$ cat src/rtl/video_timing_pkg.sv
// Shared types and constants for the video timing generator.
// Mode and region encodings plus the colour-bar on/off table.
package video_timing_pkg;

  typedef enum logic [1:0] {
    MODE_EXT   = 2'b00,
    MODE_BARS  = 2'b01,
    MODE_CHECK = 2'b10,
    MODE_SOLID = 2'b11
  } mode_e;

  typedef enum logic [1:0] {
    ACTIVE = 2'b00,
    FPORCH = 2'b01,
    SYNC   = 2'b10,
    BPORCH = 2'b11
  } region_e;

  // {R,G,B} channel on/off per bar, left to right
  localparam logic [2:0] BAR_TBL [8] = '{
    3'b111, // white
    3'b110, // yellow
    3'b011, // cyan
    3'b010, // green
    3'b101, // magenta
    3'b100, // red
    3'b001, // blue
    3'b000  // black
  };

endpackage

$ cat src/rtl/video_timing_gen_pattern.sv
// Combinational test-pattern source.
// Ports: x, y, mode, solid_rgb in; rgb {R,G,B} out.
module video_pattern_gen
  import video_timing_pkg::*;
#(
  parameter int HDISP   = 800,
  parameter int VDISP   = 480,
  parameter int COLOR_W = 8,
  localparam int XW = $clog2(HDISP),
  localparam int YW = $clog2(VDISP),
  localparam int RW = 3 * COLOR_W
) (
  input  logic [XW-1:0] x,
  input  logic [YW-1:0] y,
  input  mode_e         mode,
  input  logic [RW-1:0] solid_rgb,
  output logic [RW-1:0] rgb
);

  localparam int BAR_W = HDISP / 8;

  logic [31:0] xe;
  logic [31:0] ye;
  logic [31:0] bar_n;
  logic [2:0]  bar_idx;
  logic [2:0]  onoff;
  logic        odd_sq;

  always_comb begin
    xe      = 32'(x);
    ye      = 32'(y);
    bar_n   = xe / 32'(BAR_W);
    // pixels past the last full bar stay in bar 7
    bar_idx = (bar_n > 32'd7) ? 3'd7 : bar_n[2:0];
    onoff   = BAR_TBL[bar_idx];
    odd_sq  = |((xe ^ ye) & 32'd8);
    rgb     = '0;
    unique case (mode)
      MODE_BARS: rgb = {{COLOR_W{onoff[2]}},
                        {COLOR_W{onoff[1]}},
                        {COLOR_W{onoff[0]}}};
      MODE_CHECK: rgb = odd_sq ? '0 : '1;
      MODE_SOLID: rgb = solid_rgb;
      default:    rgb = '0;
    endcase
  end

endmodule

$ cat src/rtl/video_timing_gen.sv
// Parametrised video timing generator with test-pattern source.
// Ports: pixel_clk/pixel_rst, mode, solid_rgb, pix_req/x/y/rgb
// external pixel handshake, frame_start, hs, vs, de, rgb out.
module video_timing_gen
  import video_timing_pkg::*;
#(
  parameter int   HDISP   = 800,
  parameter int   HFP     = 40,
  parameter int   HPULSE  = 128,
  parameter int   HBP     = 88,
  parameter int   VDISP   = 480,
  parameter int   VFP     = 1,
  parameter int   VPULSE  = 3,
  parameter int   VBP     = 21,
  parameter logic HS_POL  = 1'b0,
  parameter logic VS_POL  = 1'b0,
  parameter int   COLOR_W = 8,
  localparam int XW = $clog2(HDISP),
  localparam int YW = $clog2(VDISP),
  localparam int RW = 3 * COLOR_W
) (
  input  logic          pixel_clk,
  input  logic          pixel_rst,
  input  logic [1:0]    mode,
  input  logic [RW-1:0] solid_rgb,
  output logic          pix_req,
  output logic [XW-1:0] pix_x,
  output logic [YW-1:0] pix_y,
  input  logic [RW-1:0] pix_rgb,
  output logic          frame_start,
  output logic          hs,
  output logic          vs,
  output logic          de,
  output logic [RW-1:0] rgb
);

  localparam int HTOTAL = HDISP + HFP + HPULSE + HBP;
  localparam int VTOTAL = VDISP + VFP + VPULSE + VBP;
  localparam int HW = $clog2(HTOTAL);
  localparam int VW = $clog2(VTOTAL);

  if (HFP < 1 || HPULSE < 1 || HBP < 1 ||
      VFP < 1 || VPULSE < 1 || VBP < 1 ||
      HDISP < 8 || VDISP < 8) begin : g_bad_params
    $error("video_timing_gen: illegal timing parameters");
  end

  // last count of each region
  localparam logic [HW-1:0] H_ACT_END = HW'(HDISP - 1);
  localparam logic [HW-1:0] H_FP_END  = HW'(HDISP + HFP - 1);
  localparam logic [HW-1:0] H_SY_END  = HW'(HDISP + HFP + HPULSE - 1);
  localparam logic [HW-1:0] H_LAST    = HW'(HTOTAL - 1);
  localparam logic [VW-1:0] V_ACT_END = VW'(VDISP - 1);
  localparam logic [VW-1:0] V_FP_END  = VW'(VDISP + VFP - 1);
  localparam logic [VW-1:0] V_SY_END  = VW'(VDISP + VFP + VPULSE - 1);
  localparam logic [VW-1:0] V_LAST    = VW'(VTOTAL - 1);

  logic [HW-1:0] hcnt_q, hcnt_d;
  logic [VW-1:0] vcnt_q, vcnt_d;
  region_e       hreg_q, hreg_d;
  region_e       vreg_q, vreg_d;
  mode_e         mode_q, mode_d;
  logic          fs_q, fs_d;
  logic          hs_q, hs_d;
  logic          vs_q, vs_d;
  logic          de_q, de_d;
  logic [RW-1:0] rgb_q, rgb_d;
  logic [RW-1:0] pat_rgb;
  logic          line_end;
  logic          frame_end;
  logic          active;

  always_comb begin
    line_end  = (hcnt_q == H_LAST);
    frame_end = line_end && (vcnt_q == V_LAST);
    hcnt_d    = line_end ? '0 : hcnt_q + HW'(1);
    vcnt_d    = vcnt_q;
    if (line_end) begin
      vcnt_d = (vcnt_q == V_LAST) ? '0 : vcnt_q + VW'(1);
    end
    // mode only changes across the frame wrap
    mode_d = frame_end ? mode_e'(mode) : mode_q;
  end

  always_comb begin
    hreg_d = hreg_q;
    unique case (hreg_q)
      ACTIVE: if (hcnt_q == H_ACT_END) hreg_d = FPORCH;
      FPORCH: if (hcnt_q == H_FP_END)  hreg_d = SYNC;
      SYNC:   if (hcnt_q == H_SY_END)  hreg_d = BPORCH;
      BPORCH: if (hcnt_q == H_LAST)    hreg_d = ACTIVE;
      default: hreg_d = ACTIVE;
    endcase
  end

  always_comb begin
    vreg_d = vreg_q;
    if (line_end) begin
      unique case (vreg_q)
        ACTIVE: if (vcnt_q == V_ACT_END) vreg_d = FPORCH;
        FPORCH: if (vcnt_q == V_FP_END)  vreg_d = SYNC;
        SYNC:   if (vcnt_q == V_SY_END)  vreg_d = BPORCH;
        BPORCH: if (vcnt_q == V_LAST)    vreg_d = ACTIVE;
        default: vreg_d = ACTIVE;
      endcase
    end
  end

  always_comb begin
    pix_req = (hcnt_q < HW'(HDISP)) &&
              (vcnt_q < VW'(VDISP)) &&
              (mode_q == MODE_EXT);
    pix_x   = hcnt_q[XW-1:0];
    pix_y   = vcnt_q[YW-1:0];
  end

  video_pattern_gen #(
    .HDISP   (HDISP),
    .VDISP   (VDISP),
    .COLOR_W (COLOR_W)
  ) u_pattern (
    .x         (hcnt_q[XW-1:0]),
    .y         (vcnt_q[YW-1:0]),
    .mode      (mode_q),
    .solid_rgb (solid_rgb),
    .rgb       (pat_rgb)
  );

  always_comb begin
    active = (hreg_q == ACTIVE) && (vreg_q == ACTIVE);
    fs_d   = (hcnt_q == '0) && (vcnt_q == '0);
    hs_d   = (hreg_q == SYNC) ? HS_POL : ~HS_POL;
    vs_d   = (vreg_q == SYNC) ? VS_POL : ~VS_POL;
    de_d   = active;
    rgb_d  = '0;
    if (active) begin
      rgb_d = (mode_q == MODE_EXT) ? pix_rgb : pat_rgb;
    end
  end

  always_ff @(posedge pixel_clk or posedge pixel_rst) begin
    if (pixel_rst) begin
      hcnt_q <= '0;
      vcnt_q <= '0;
      hreg_q <= ACTIVE;
      vreg_q <= ACTIVE;
      mode_q <= MODE_EXT;
      fs_q   <= 1'b0;
      hs_q   <= ~HS_POL;
      vs_q   <= ~VS_POL;
      de_q   <= 1'b0;
      rgb_q  <= '0;
    end else begin
      hcnt_q <= hcnt_d;
      vcnt_q <= vcnt_d;
      hreg_q <= hreg_d;
      vreg_q <= vreg_d;
      mode_q <= mode_d;
      fs_q   <= fs_d;
      hs_q   <= hs_d;
      vs_q   <= vs_d;
      de_q   <= de_d;
      rgb_q  <= rgb_d;
    end
  end

  assign frame_start = fs_q;
  assign hs          = hs_q;
  assign vs          = vs_q;
  assign de          = de_q;
  assign rgb         = rgb_q;

endmodule

$ cat config.mk
export PLATFORM = sky130hd
export DESIGN_NAME = video_timing_gen
export DESIGN_NICKNAME = d
export VERILOG_FILES = /design/src/rtl/video_timing_pkg.sv /design/src/rtl/video_timing_gen_pattern.sv /design/src/rtl/video_timing_gen.sv
export SDC_FILE = /design/constraint.sdc
export NUM_CORES = 1
export LEC_CHECK = 0
export BUFFER_PORTS_ARGS = -buffer_cell sky130_fd_sc_hd__buf_2
export CORE_MARGIN = 2
export CORE_UTILIZATION = 45
export DETAILED_ROUTE_END_ITERATION = 6
export PLACE_DENSITY = 0.7
export SLEW_MARGIN = 20
export SYNTH_ARGS = -nofsm -noshare
export SYNTH_HDL_FRONTEND = slang
export SYNTH_SLANG_ARGS = --single-unit
export TNS_END_PERCENT = 1
$ cat constraint.sdc
create_clock -name pixel_clk -period 3.6 [get_ports pixel_clk]
set_input_delay 0.18 -clock pixel_clk [delete_from_list [all_inputs] [get_ports pixel_clk]]
set_output_delay 0.18 -clock pixel_clk [all_outputs]
set_load 0.05 [all_outputs]
Word-level counts from Yosys, hierarchy flattened
Memory sizes are Yosys's and may differ from the RTL's.
Index checks and enable logic that the tools add are counted.
{ "word_totals": {"reg_bits": 54, "romBits": 24, "in_bits": 52, "output_inout_bits": 48, "n_memories": 1} }
{ "classes": {"n_addsub": 2, "div_mod_pow": 1, "magnitude_cmp": 4, "n_eq_ne": 25, "n_mux": 21, "n_bitwise": 2, "n_reduce_logical": 12} }
{ "memory_table": {"columns": ["name", "depth", "word_bits", "rd", "rd_ports_with_merged_regs", "write_ports", "line_no", "text"], "rows": [
  ["(name not given)", 8, 3, 1, 0, 0, "video_timing_gen_pattern.sv:35", "onoff = BAR_TBL[bar_idx];"]
]} }
{ "op_table": {"columns": ["cell", "n"], "rows": [
  ["24-bit two-way mux", 3],
  ["24-bit one-hot mux with 3 select lines", 1],
  ["9-bit equality test, second input constant", 4],
  ["11-bit by 10-bit equality test with 1-bit output, second input constant", 3],
  ["10-bit by 7-bit divider with 32-bit output, second input constant", 1],
  ["32-bit by 3-bit > comparator with 1-bit output, second input constant", 1],
  ["2-bit two-way mux", 8],
  ["2-bit inequality test, second input constant", 8],
  ["2-bit one-hot mux with 4 select lines", 2],
  ["2-bit equality test, second input constant", 6],
  ["11-bit by 1-bit adder with 11-bit output, second input constant", 1],
  ["11-bit equality test, second input constant", 1],
  ["11-bit logical NOT", 1],
  ["11-bit by 10-bit < comparator with 1-bit output, second input constant", 1],
  ["11-bit two-way mux", 1],
  ["9-bit by 1-bit adder with 9-bit output, second input constant", 1],
  ["9-bit logical NOT", 1],
  ["9-bit < comparator, second input constant", 1],
  ["3-bit two-way mux", 3],
  ["9-bit two-way mux", 1],
  ["2-bit by 1-bit equality test with 1-bit output, second input constant", 3],
  ["2-bit logical NOT", 3],
  ["1-bit logical AND", 5],
  ["5-bit AND reduction", 1],
  ["5 further kinds", 6]
]} }

Longest topological paths before layout
Gate-level depths: netlist (run 1).
{ "logic_depth": {"depth_word": 10, "ltp_mapped": 12, "mapped_depth_nobuf": 9} }

By module
A second synthesis (run 1) with hierarchy kept.
{ "unflattened": {"cells_unflattened": 406, "area_unflattened_um2": 3534.6} }
{ "modules_own_cells": {"columns": ["module", "instances", "cells_each", "area_per_inst_um2"], "rows": [
  ["video_timing_gen", 1, 293, 2741.4],
  ["video_pattern_gen", 1, 113, 793.3]
]} }

Least setup slack after synthesis (run 1)
Ideal clock, no wire load.
{ "synth_timing": {"kind": "reg-to-reg", "start": "register hcnt_q[6]", "end": "register rgb_q[22] (netlist: rgb[22])", "t_arrival_ns": 2.807, "required_ns": 3.466, "slack_ns": 0.659, "stages_incl_launch_ff": 13, "path_buffers": 3, "period_less_slack_ns": 2.941, "path_cell_list": "dfrtp_1 buf_6 or3_4 buf_6 and2_1 ha_1 nor2b_1 a31oi_1 o21ai_0 clkbuf_1 o21bai_1 o22ai_2 o22ai_1"} }
{ "synth_between": {"elab_chain_cells": 10} }
{ "synth_lines": {"columns": ["element", "line_no", "text"], "rows": [
  ["start: declaration", "video_timing_gen.sv:58", "logic [HW-1:0] hcnt_q, hcnt_d;"],
  ["start signal: assignment", "video_timing_gen.sv:154", "hcnt_q <= hcnt_d;"],
  ["10-bit by 7-bit divider with 32-bit output *", "video_timing_gen_pattern.sv:32", "bar_n = xe / 32'(BAR_W);"],
  ["32-bit by 3-bit > comparator with 1-bit output", "video_timing_gen_pattern.sv:34", "bar_idx = (bar_n > 32'd7) ? 3'd7 : bar_n[2:0];"],
  ["3-bit two-way mux *", "video_timing_gen_pattern.sv:34", null],
  ["3-bit NOT with 4-bit output (implied by the code) *", "video_timing_gen_pattern.sv:35", null],
  ["memory 8 x 3 bit *", null, null],
  ["3-bit two-way mux (implied by the code) * (2 in a row)", "video_timing_gen_pattern.sv:35", null],
  ["24-bit one-hot mux with 3 select lines *", "video_timing_gen_pattern.sv:38", "unique case (mode)"],
  ["24-bit two-way mux *", "video_timing_gen.sv:137", "rgb_d = (mode_q == MODE_EXT) ? pix_rgb : pat_rgb;"],
  ["24-bit two-way mux *", "video_timing_gen.sv:136", "if (active) begin"],
  ["net rgb_d[22]", "video_timing_gen.sv:67", "logic [RW-1:0] rgb_q, rgb_d;"],
  ["end signal: assignment", "video_timing_gen.sv:163", "rgb_q <= rgb_d;"],
  ["end: declaration", "video_timing_gen.sv:67", null]
]} }
The timed path passes the listed nets; every way through them passes the cells marked *. The select of a mux whose other input is x is not followed.
A chain may end at the register's enable or synchronous reset.

Worst setup path after layout (run 1)
{ "layout_timing": {"start": "register hcnt_q[5]", "end": "register rgb_q[4] (netlist: rgb[4])"} }
The elaborated chain is that of the path after synthesis.

==> results.txt, run 1 <==
status: completed
Util after Layout: 0.545
TritonCTS clock tree: done
Clk Latency, worst-skew pair: 310 ps
Post-Synth XOR/XNOR Area: 0.0218
Yosys top cell by area: dfrtp_1
max_slew headroom: 0.419
Fin. Hold Viols: 0
MaxCap Viol Count: 0
Leakage: 1.79 nW
largest net degree at the start of global routing: 41
gr ovfl total: 0
final routed DRC violation total: 0
area of the mapped netlist: 3610 µm²
design area: 4240 µm²
Worst Path Required: 3840 ps
initial drt markers: 225
Synth Flop Type: dfrtp_1
Die ar.: 8750 µm²
asr flop ratio synth: 1.00
CTS buffer count: 5
Synth cell types: 65
Post-CTS Repair Setup Buffers: 0
Reg clk slew, reported paths: 100 ps
n_diodes: 0
Total Routing Usage GR: 0.216
Synth Area in Simple Gates: 0.173
RSZ-0062 raised after global routing: no
global-route wire length before repair: 15300 µm
Yosys top cell area share: 0.360
First-pass DRT Iterations: 4
H-tree depth: 2
P&R area growth vs syn: 17.4%
area of the core: 7770 µm²
post-DP HPWL: 6630 µm
Setup TNS: 0 ps
number of synthesized flops with an enable pin: 0
share of cells above drive strength 1: 0.285
Initial Utilization: 0.465
post-route ant nets: 0
CP Cell Sequence: or3_4 -> and2_1 -> ha_1 -> nor2b_1 -> a31o_4 -> a221oi_2 -> buf_4 -> or4_4 -> o22a_4 -> o21ai_1
Final #Nets: 548
CP Launch Type: register
IO Count: 100
min-delay worst type: input port to register
gp weighted congestion: 0.904
Commonest cells post-synth: 52 x dfrtp_1, 38 x o21ai_0, 31 x a21oi_1, 27 x nand2_1, 26 x clkbuf_1
final slew viol count: 0
Tcrit/Tclk final: 0.870
initial antenna violation count: 0
Pwr Density: 275 nW/µm²
Post-Synth Adder-Cell Area: 0.0451
die height: 93.6 µm
number of global-route vias before repair: 3137
Seq/Total Area, Yosys: 0.375
CTS root buf: clkbuf_8
Setup crit end kind: register
die extent in x: 93.6 µm
CP max-delay cell: dfrtp_1
synth top area cells: dfrtp_1 36%, o21ai_0 5.3%, ha_1 4.5%
WL final: 9260 µm
Avg Cell Area, Syn: 8.83 µm²
most common cell in the netlist: dfrtp_1
Avg WL per Cell: 15.8 µm
Worst VDD drop: 210 µV
main combinational cell family by area after synthesis: compound AO/OA/AOI/OAI gates
# rows: 32
Vias per Instance: 5.71
CTS sink cnt: 54
Fmax achieved: 0.319 GHz
slowest stage delay, CP: 540 ps
Port Buf Inserts: 99
critical path class: register to register
# fillers: 753
Cells after Synth: 409
Post-Syn Nets: 474
post-synthesis mux area share: 0.0236
routed vias: 3344
CTS max path bufs: 2
critical-path maximum fanout: 15
Synthesis Warnings: 0
placed inst area: 4080 µm²
# setup viols final: 0
Synth Register Bits: 54
Clock Skews: 7.13 ps
min cycle time layout: 3130 ps
Worst Tran Pin Value: 872 ps
Post-CTS Resized: 0
complex-gate fraction of the synthesized area: 0.282
WP data arrival: 3370 ps
critical path: cells and delay by family (launching register included):
| kind | cells | cell delay [ps] |
|---|---|---|
| adder cells (fa/ha/maj) | 1 | 270 |
| AO/OA/AOI/OAI | 4 | 700 |
| flip-flops | 1 | 540 |
| AND/OR/NAND/NOR | 4 | 1340 |
| buffers and inverters | 1 | 190 |
final cells by class:
type | instances | area [µm²] | share of cell area
multi-input cells | 297 | 1980 | 0.466
flip-flops and latches | 54 | 1350 | 0.320
repair buffers | 110 | 581 | 0.137
well taps | 102 | 128 | 0.0301
clock buffers | 6 | 82.6 | 0.0195
clock inverters | 2 | 60.1 | 0.0142
inverters | 15 | 56.3 | 0.0133
cells by family after synthesis:
group	count (synthesis)
fa+ha+maj	13
mux	8
buf+inv	58
xor+xnor	9
simple gates	114
flops	54
compound gates	153
final timing paths:
check,from,endpoint,slack [ps],cells after the start
max,hcnt_q[5],rgb[4],470,10
min,mode[0],mode_q[0],60,3
max reg2reg,hcnt_q[5],rgb[4],470,10
min reg2reg,hcnt_q[0],hcnt_q[0],550,1
max in group asynchronous,pixel_rst,hs,2310,4
min in group asynchronous,pixel_rst,rgb[10],460,3
state kept, by name, indices dropped and copies added (netlist names):
signal       flops
de               1
frame_start      1
hcnt_q          11
hreg_q           2
hs               1
mode_q           2
pix_y            9
rgb             24
vreg_q           2
vs               1
where the power goes:
group | switching, mW | leakage, nW | internal [mW]
logic | 0.0239 | 1.12 | 0.0282
clock network | 0.209 | 0.0714 | 0.297
registers | 0 | 0.597 | 0.606
metrics by stage:
step | total power, mW | hold slack [ps] | setup WS (ps) | instances
floorplan | 0.637 | 297 | 659 | 409
global placement | 0.669 | 265 | 581 | 577
detailed placement | 0.670 | 267 | 505 | 577
CTS | 1.17 | 60.8 | 475 | 586
global route | 1.20 | 68.3 | 214 | 586
finish | 1.16 | 64.9 | 469 | 586
what timing repair did:
action	in CTS	in global routing
hold endpoints to repair	27	0
endpoints found under the setup margin	0	0
hold buffers	1	0
cells in the final DEF (no fill, tap or decap), drive strengths merged, types with 6 or more instances in the layout:
master  Yosys  layout
o31ai      12      12
nand2      27      27
o22ai       9       9
xnor2       7       7
a21o        9       9
nand3      11      11
ha         13      13
nand4       8       8
a22o        8       8
inv        15      15
a21oi      31      31
and3        6       6
buf        16     109
and2       11      11
nor2       18      18
clkbuf     27       6
o21ai      47      47
nor3        8       8
a32oi       8       8
dfrtp      52      52
layer usage:
layer | track usage | part of all wire | up-vias
met1 | 0.296 | 0.46 | 1570
met4 | 0.0531 | 0.011 | 0
met2 | 0.358 | 0.47 | 118
met3 | 0.0330 | 0.063 | 9
met5 | 0 | 0 | -
li1 | - | - | 1647
No activity file was read; power rests on OpenSTA's default activity.
==> inputs of run 2 (changes only) <==
CORE_ASPECT_RATIO = 0.6   (was default)
SETUP_SLACK_MARGIN = 0.4   (was default)
clock period = 3.97 ns   (was 3.6 ns; I/O delays follow)
==> run 2 against run 1 <==
Compared with the run above: total power down 11%; clock-buffer cell count rose by 2; die area up 0.26%; clock skew decreased by 3.2 ps; first-iteration DRC count decreased by 11%; non-clock buffer count decreased by 5; clock power is 12% lower; global-route usage about the same; sequential cell count stayed put; design area down 0.68%; largest power group unchanged.
==> results.txt, run 2 (same netlist as run 1, synthesis figures left out) <==
status: completed
number of global-route vias before repair: 2983 (-4.9%)
final routed DRC violation total: 0 (unchanged)
post-DP HPWL: 6710 µm (+1.3%)
area of the core: 7820 µm² (+0.68%)
slowest stage delay, CP: 570 ps (+30 ps)
initial drt markers: 200 (-11%)
CP Cell Sequence: or3_4 -> and2_1 -> ha_1 -> nor2b_1 -> a31o_4 -> o21ai_0 -> nor2_1 -> o22ai_2 -> o22ai_1
Die ar.: 8780 µm² (+0.26%)
gr ovfl total: 0 (unchanged)
CTS buffer count: 5 (unchanged)
max_slew headroom: 0.466 (+0.0470)
Post-CTS Repair Setup Buffers: 0 (unchanged)
die height: 73.4 µm (-22%)
Final Instance Count excl. Fillers: 587 (+0.17%)
critical path class: register to register
Tcrit/Tclk final: 0.827 (-0.0430)
P&R area growth vs syn: 16.6%
Inst Count DP: 579 (+0.35%)
Fmax achieved: 0.305 GHz (-4.6%)
commonest cells after routing, fill and taps aside: 99 x buf_2, 52 x dfrtp_1, 38 x o21ai_0
critical-path maximum fanout: 16 (+1)
Worst Tran Pin Value: 795 ps (-77.1 ps)
Fin. Hold Viols: 0 (unchanged)
CP Launch Type: register
Post-CTS Resized: 0 (unchanged)
Final #Nets: 543 (-0.91%)
DR WL met3: 824 µm (+42%)
Reg clk slew, reported paths: 70 ps (-30 ps)
min-delay worst type: input port to async pin
RSZ-0062 raised after global routing: no
IO Count: 100 (unchanged)
largest net degree at the start of global routing: 55 (+34%)
Pwr Density: 247 nW/µm² (-10%)
# setup viols final: 0 (unchanged)
global-route wire length before repair: 15100 µm (-1.0%)
Top Metal Used: met4
# rows: 25 (-22%)
Vias per Instance: 5.75 (+0.76%)
Worst Path Required: 4180 ps (+340 ps)
Clk Latency, worst-skew pair: 290 ps (-20 ps)
met1 WL: 4520 µm (+6.8%)
Largest register FFs: 24 (unchanged)
TritonCTS clock tree: done
routed vias: 3375 (+0.93%)
hold_buf cts: 0 (-1)
min cycle time layout: 3280 ps (+151 ps)
MaxCap Viol Count: 0 (unchanged)
Total Routing Usage GR: 0.216 (+0.000375)
WL final: 9290 µm (+0.37%)
gp weighted congestion: 0.969 (+7.2%)
Setup TNS: 0 ps (unchanged)
H-tree depth: 2 (unchanged)
met2 routed WL: 3870 µm (-11%)
CTS sink cnt: 54 (unchanged)
die extent in x: 120 µm (+28%)
Leakage: 1.76 nW (-1.5%)
commonest non-fill, non-tap cell in the layout: buf_2
Setup crit end kind: register
Worst VDD drop: 144 µV (-32%)
WP data arrival: 3500 ps (+130 ps)
share of cells above drive strength 1: 0.276 (-0.00955)
post-route ant nets: 0 (unchanged)
Clock Skews: 3.96 ps (-3.17 ps)
First-pass DRT Iterations: 5 (+1)
CTS root buf: clkbuf_16
CTS max path bufs: 2 (unchanged)
Port Buf Inserts: 99 (unchanged)
initial antenna violation count: 0 (unchanged)
Avg WL per Cell: 15.8 µm (+0.20%)
n_diodes: 0 (unchanged)
Initial Utilization: 0.462 (-0.00312)
final slew viol count: 0 (unchanged)
CP max-delay cell: dfrtp_1
Pwr Total: 1.04 mW (-11%)
[run 2: cell types whose count changed in the layout (fill, tap and decap cells not counted), sizes merged]
| cell | previous run | this run |
|---|---|---|
| dlygate4sd3 | 1 | 0 |
| bufinv | 2 | 0 |
| buf | 109 | 105 |
| clkbuf | 6 | 8 |
[run 2: stage by stage]
stage | util | hold WS, ps | instance area [µm²] | setup slack, ps
4_1_cts | 0.538 | 122 | 4210 | 753
6_report | 0.538 | 85.0 | 4210 | 688
3_5_place_dp | 0.519 | 425 | 4060 | 791
2_1_floorplan | - | 315 | 3610 | 1030
3_3_place_gp | 0.519 | 425 | 4060 | 912
5_1_grt | 0.538 | 146 | 4210 | 402
[run 2: layer usage]
metal | track usage | up-vias
met5 | 0 | -
met4 | 0.0392 | 0
met3 | 0.0435 | 9
met2 | 0.309 | 144
met1 | 0.337 | 1578
li1 | - | 1644
[run 2: worst paths after layout]
path / slack [ps] / depth (start not counted) / endpoint / from
min: 80 / 3 / hcnt_q[3] / pixel_rst
max in group asynchronous: 3400 / 3 / pix_y[4] / pixel_rst
max: 690 / 9 / rgb[22] / hcnt_q[7]
min reg2reg: 550 / 1 / hcnt_q[0] / hcnt_q[0]
max reg2reg: 690 / 9 / rgb[22] / hcnt_q[7]
min in group pixel_clk: 130 / 3 / mode_q[0] / mode[0]
[run 2: layout make-up]
| class | count | area (µm²) |
|---|---|---|
| inverter | 15 | 56.3 |
| multi-input combinational | 297 | 1980 |
| fill | 740 | 3610 |
| sequential | 54 | 1350 |
| clock buffer | 8 | 146 |
| tap | 108 | 135 |
| timing repair buffer | 105 | 541 |
[run 2: where the power goes]
part | internal, mW | switching, mW | total (mW)
Sequential | 0.550 | 0 | 0.550
Clock | 0.252 | 0.191 | 0.443
Combinational | 0.0249 | 0.0207 | 0.0455
[run 2: critical path: cells and delay by family (launching register included)]
kind            cells  cell delay, ps
flops               1             570
fa+ha+maj           1             270
compound gates      4             910
simple gates        4            1440
==> inputs of run 3 (changes only) <==
ABC_AREA = 1   (was default)
PLACE_DENSITY = 0.74   (was 0.7)
clock period = 2.75 ns   (was 3.97 ns; I/O delays follow)
==> run 3 against run 2 <==
Compared with the run above: core utilization up 4.2 points; synthesized cell count up 1.7%; worst hold slack worse by 6.3 ps; sequential power up 48%; global-route usage up 0.34 points; die area down 6.8%; combinational power rose to 3.7 times the previous value.
==> results.txt, run 3 <==
status: completed
gp weighted congestion: 0.920 (-5.1%)
post-DP HPWL: 6530 µm (-2.7%)
Worst Tran Pin Value: 807 ps (+12.0 ps)
main combinational cell family by area after synthesis: simple AND/OR/NAND/NOR gates
Yosys top cell area share: 0.388 (+0.0277)
share of cells above drive strength 1: 0.371 (+0.0951)
Die ar.: 8180 µm² (-6.8%)
CP Launch Type: register
post-route ant nets: 0 (unchanged)
Seq/Total Area, Yosys: 0.404 (+0.0288)
Synthesis Warnings: 0 (unchanged)
Synth Flop Type: dfrtp_1
Post-Synth Adder-Cell Area: 0.0485 (+0.00346)
Worst VDD drop: 247 µV (+72%)
Vias per Instance: 5.15 (-10%)
final slew viol count: 0 (unchanged)
CTS root buf: clkbuf_16
MaxCap Viol Count: 0 (unchanged)
TritonCTS clock tree: done
min-delay worst type: input port to register
Pwr Density: 383 nW/µm² (+55%)
largest net degree at the start of global routing: 35 (-36%)
crit path capture: rgb[5]
WP data arrival: 2780 ps (-720 ps)
Initial Utilization: 0.463 (+0.00157)
global-route wire length before repair: 14300 µm (-5.3%)
asr flop ratio synth: 1.00 (unchanged)
Synth cell types: 43 (-34%)
Tcrit/Tclk final: 0.930 (+0.103)
Clk Latency, worst-skew pair: 290 ps (about the same)
Post-Syn Nets: 481 (+1.5%)
Yosys top cell by area: dfrtp_1
# fillers: 657 (-11%)
RR Endpoint: rgb[5]
Worst Path Required: 2980 ps (-1200 ps)
Total Routing Usage GR: 0.219 (+0.00339)
Final #Nets: 582 (+7.2%)
complex-gate fraction of the synthesized area: 0.116 (-0.167)
Post-Synth XOR/XNOR Area: 0.0261 (+0.00429)
Cells after Synth: 416 (+1.7%)
Port Buf Inserts: 99 (unchanged)
# rows: 24 (-4.0%)
Leakage: 2.20 nW (+25%)
initial antenna violation count: 0 (unchanged)
CTS buffer count: 5 (unchanged)
number of synthesized flops with an enable pin: 0 (unchanged)
Avg WL per Cell: 14.0 µm (-12%)
min cycle time layout: 2560 ps (-724 ps)
most common cell in the netlist: nand2_1
post-route setup slack: 192 ps (-496 ps)
die height: 70.9 µm (-3.4%)
Setup TNS: 0 ps (unchanged)
Clock Skews: 5.76 ps (+1.80 ps)
RSZ-0062 raised after global routing: yes
max_slew headroom: 0.461 (-0.00487)
# setup viols final: 0 (unchanged)
CTS sink cnt: 54 (unchanged)
critical path class: register to register
final routed DRC violation total: 0 (unchanged)
Reg2Reg Setup Slack: 190 ps (-500 ps)
commonest non-fill, non-tap cell in the layout: buf_2
Synth Area in Simple Gates: 0.303 (+0.129)
Fmax achieved: 0.391 GHz (+28%)
Largest register FFs: 24 (unchanged)
Setup crit end kind: register
Worst Reg-to-Reg Cells: 18 (+9)
n_diodes: 0 (unchanged)
commonest cells after routing, fill and taps aside: 99 x buf_2, 80 x nand2_1, 51 x dfrtp_1
Worst Setup SP: hcnt_q[6]
Avg Cell Area, Syn: 8.06 µm² (-8.7%)
gr ovfl total: 0 (unchanged)
worst reg2reg startpoint: hcnt_q[6]
WL final: 8710 µm (-6.3%)
Hold Crit Depth: 3
post-synthesis mux area share: 0.00336 (-0.0202)
CTS max path bufs: 2 (unchanged)
Commonest cells post-synth: 83 x nand2_1, 52 x dfrtp_1, 43 x inv_1, 33 x o21ai_0
Fin. Hold Viols: 0 (unchanged)
worst hold margin: 78.7 ps (-6.28 ps)
Synth Register Bits: 54 (unchanged)
area of the core: 7240 µm² (-7.5%)
Placement Setup Slack: 86.8 ps (-704 ps)
routed vias: 3202 (-5.1%)
H-tree depth: 2 (unchanged)
synth top area cells: dfrtp_1 39%, nand2_1 9.3%, o21ai_0 4.9%
Reg clk slew, reported paths: 70 ps (about the same)
critical-path maximum fanout: 8 (-8)
die extent in x: 115 µm (-3.5%)
number of global-route vias before repair: 2939 (-1.5%)
IO Count: 100 (unchanged)
initial drt markers: 260 (+30%)
P&R area growth vs syn: 25.2%
area of the mapped netlist: 3350 µm² (-7.1%)
First-pass DRT Iterations: 5 (unchanged)
-- run 3: changes by cell type after synthesis, moves of 14 or more --
cell	previous run	this run
nand2_1	27	83
inv_1	15	43
a21oi_1	31	7
nor2_2	0	20
clkbuf_1	26	11
a31oi_1	4	18
-- run 3: metrics by stage --
step | area, µm² | util | total power, mW | std cells
2_1_floorplan | 3360 | - | 0.935 | 416
3_3_place_gp | 3920 | 0.541 | 0.997 | 604
3_5_place_dp | 3920 | 0.541 | 0.998 | 604
4_1_cts | 4140 | 0.572 | 1.62 | 620
5_1_grt | 4200 | 0.580 | 1.66 | 622
6_report | 4200 | 0.580 | 1.61 | 622
-- run 3: critical path, stage by stage, from the launching register on --
cell	delay (ps)
dfrtp_1	410
nor2_4	150
nand2_4	60
inv_2	50
nor2_1	40
ha_1	260
nand3b_1	190
nand2_4	130
buf_4	130
nand4_2	110
nand4_2	140
nand2_2	70
nand2_2	80
nor2_4	50
o21bai_1	150
nand2_2	110
nor2_8	230
nor2_4	40
nor2_2	90
-- run 3: where the power goes --
group / switching (mW) / internal [mW] / leakage, nW
Sequential: 0.00448 / 0.811 / 0.660
Combinational: 0.112 / 0.0547 / 1.47
Clock: 0.284 / 0.339 / 0.0641
-- run 3: how the worst min path moves through the flow --
stage,slack (ps),from,end
floorplan,260,mode[0],mode_q[0]
global placement,170,pixel_rst,hcnt_q[9]
detailed placement,170,pixel_rst,hcnt_q[9]
CTS,70,mode[0],mode_q[0]
global route,90,mode[1],mode_q[1]
finish,80,mode[0],mode_q[0]
-- run 3: logic make-up (layout without fill, tap and decap cells) --
| family | Yosys count | in the layout |
|---|---|---|
| adders and majority gates | 13 | 13 |
| muxes | 1 | 1 |
| and+or+nand+nor | 196 | 196 |
| DFF | 54 | 54 |
| xor gates and xnor gates | 10 | 10 |
| buffers and inverters | 75 | 177 |
| AOI/OAI and AO/OA | 67 | 67 |
-- run 3: final cells by class --
type / instances / area [µm²] / share of cell area
Clock inverter: 1 / 7.51 / 0.00179
Tap cell: 104 / 130 / 0.0310
Sequential cell: 54 / 1360 / 0.323
Multi-Input combinational cell: 287 / 1730 / 0.412
Timing Repair Buffer: 118 / 644 / 0.154
Inverter: 51 / 196 / 0.0468
Clock buffer: 7 / 133 / 0.0316
-- run 3: what timing repair did --
action | CTS | global route
gates resized for setup | 7 | 11
hold buffers | 1 | 0
endpoints found under the hold margin | 18 | 0
cloned | 0 | 0
buffers inserted | 7 | 2
setup endpoints to repair | 17 | 21
pin swaps | 6 | 10
-- run 3: per-layer routing --
metal / track usage / wire, µm / vias to the layer above
met5: 0 / 0 / -
met4: 0.0442 / 32 / 0
met3: 0.0506 / 727 / 5
met2: 0.316 / 3830 / 142
met1: 0.337 / 4120 / 1485
li1: - / - / 1570
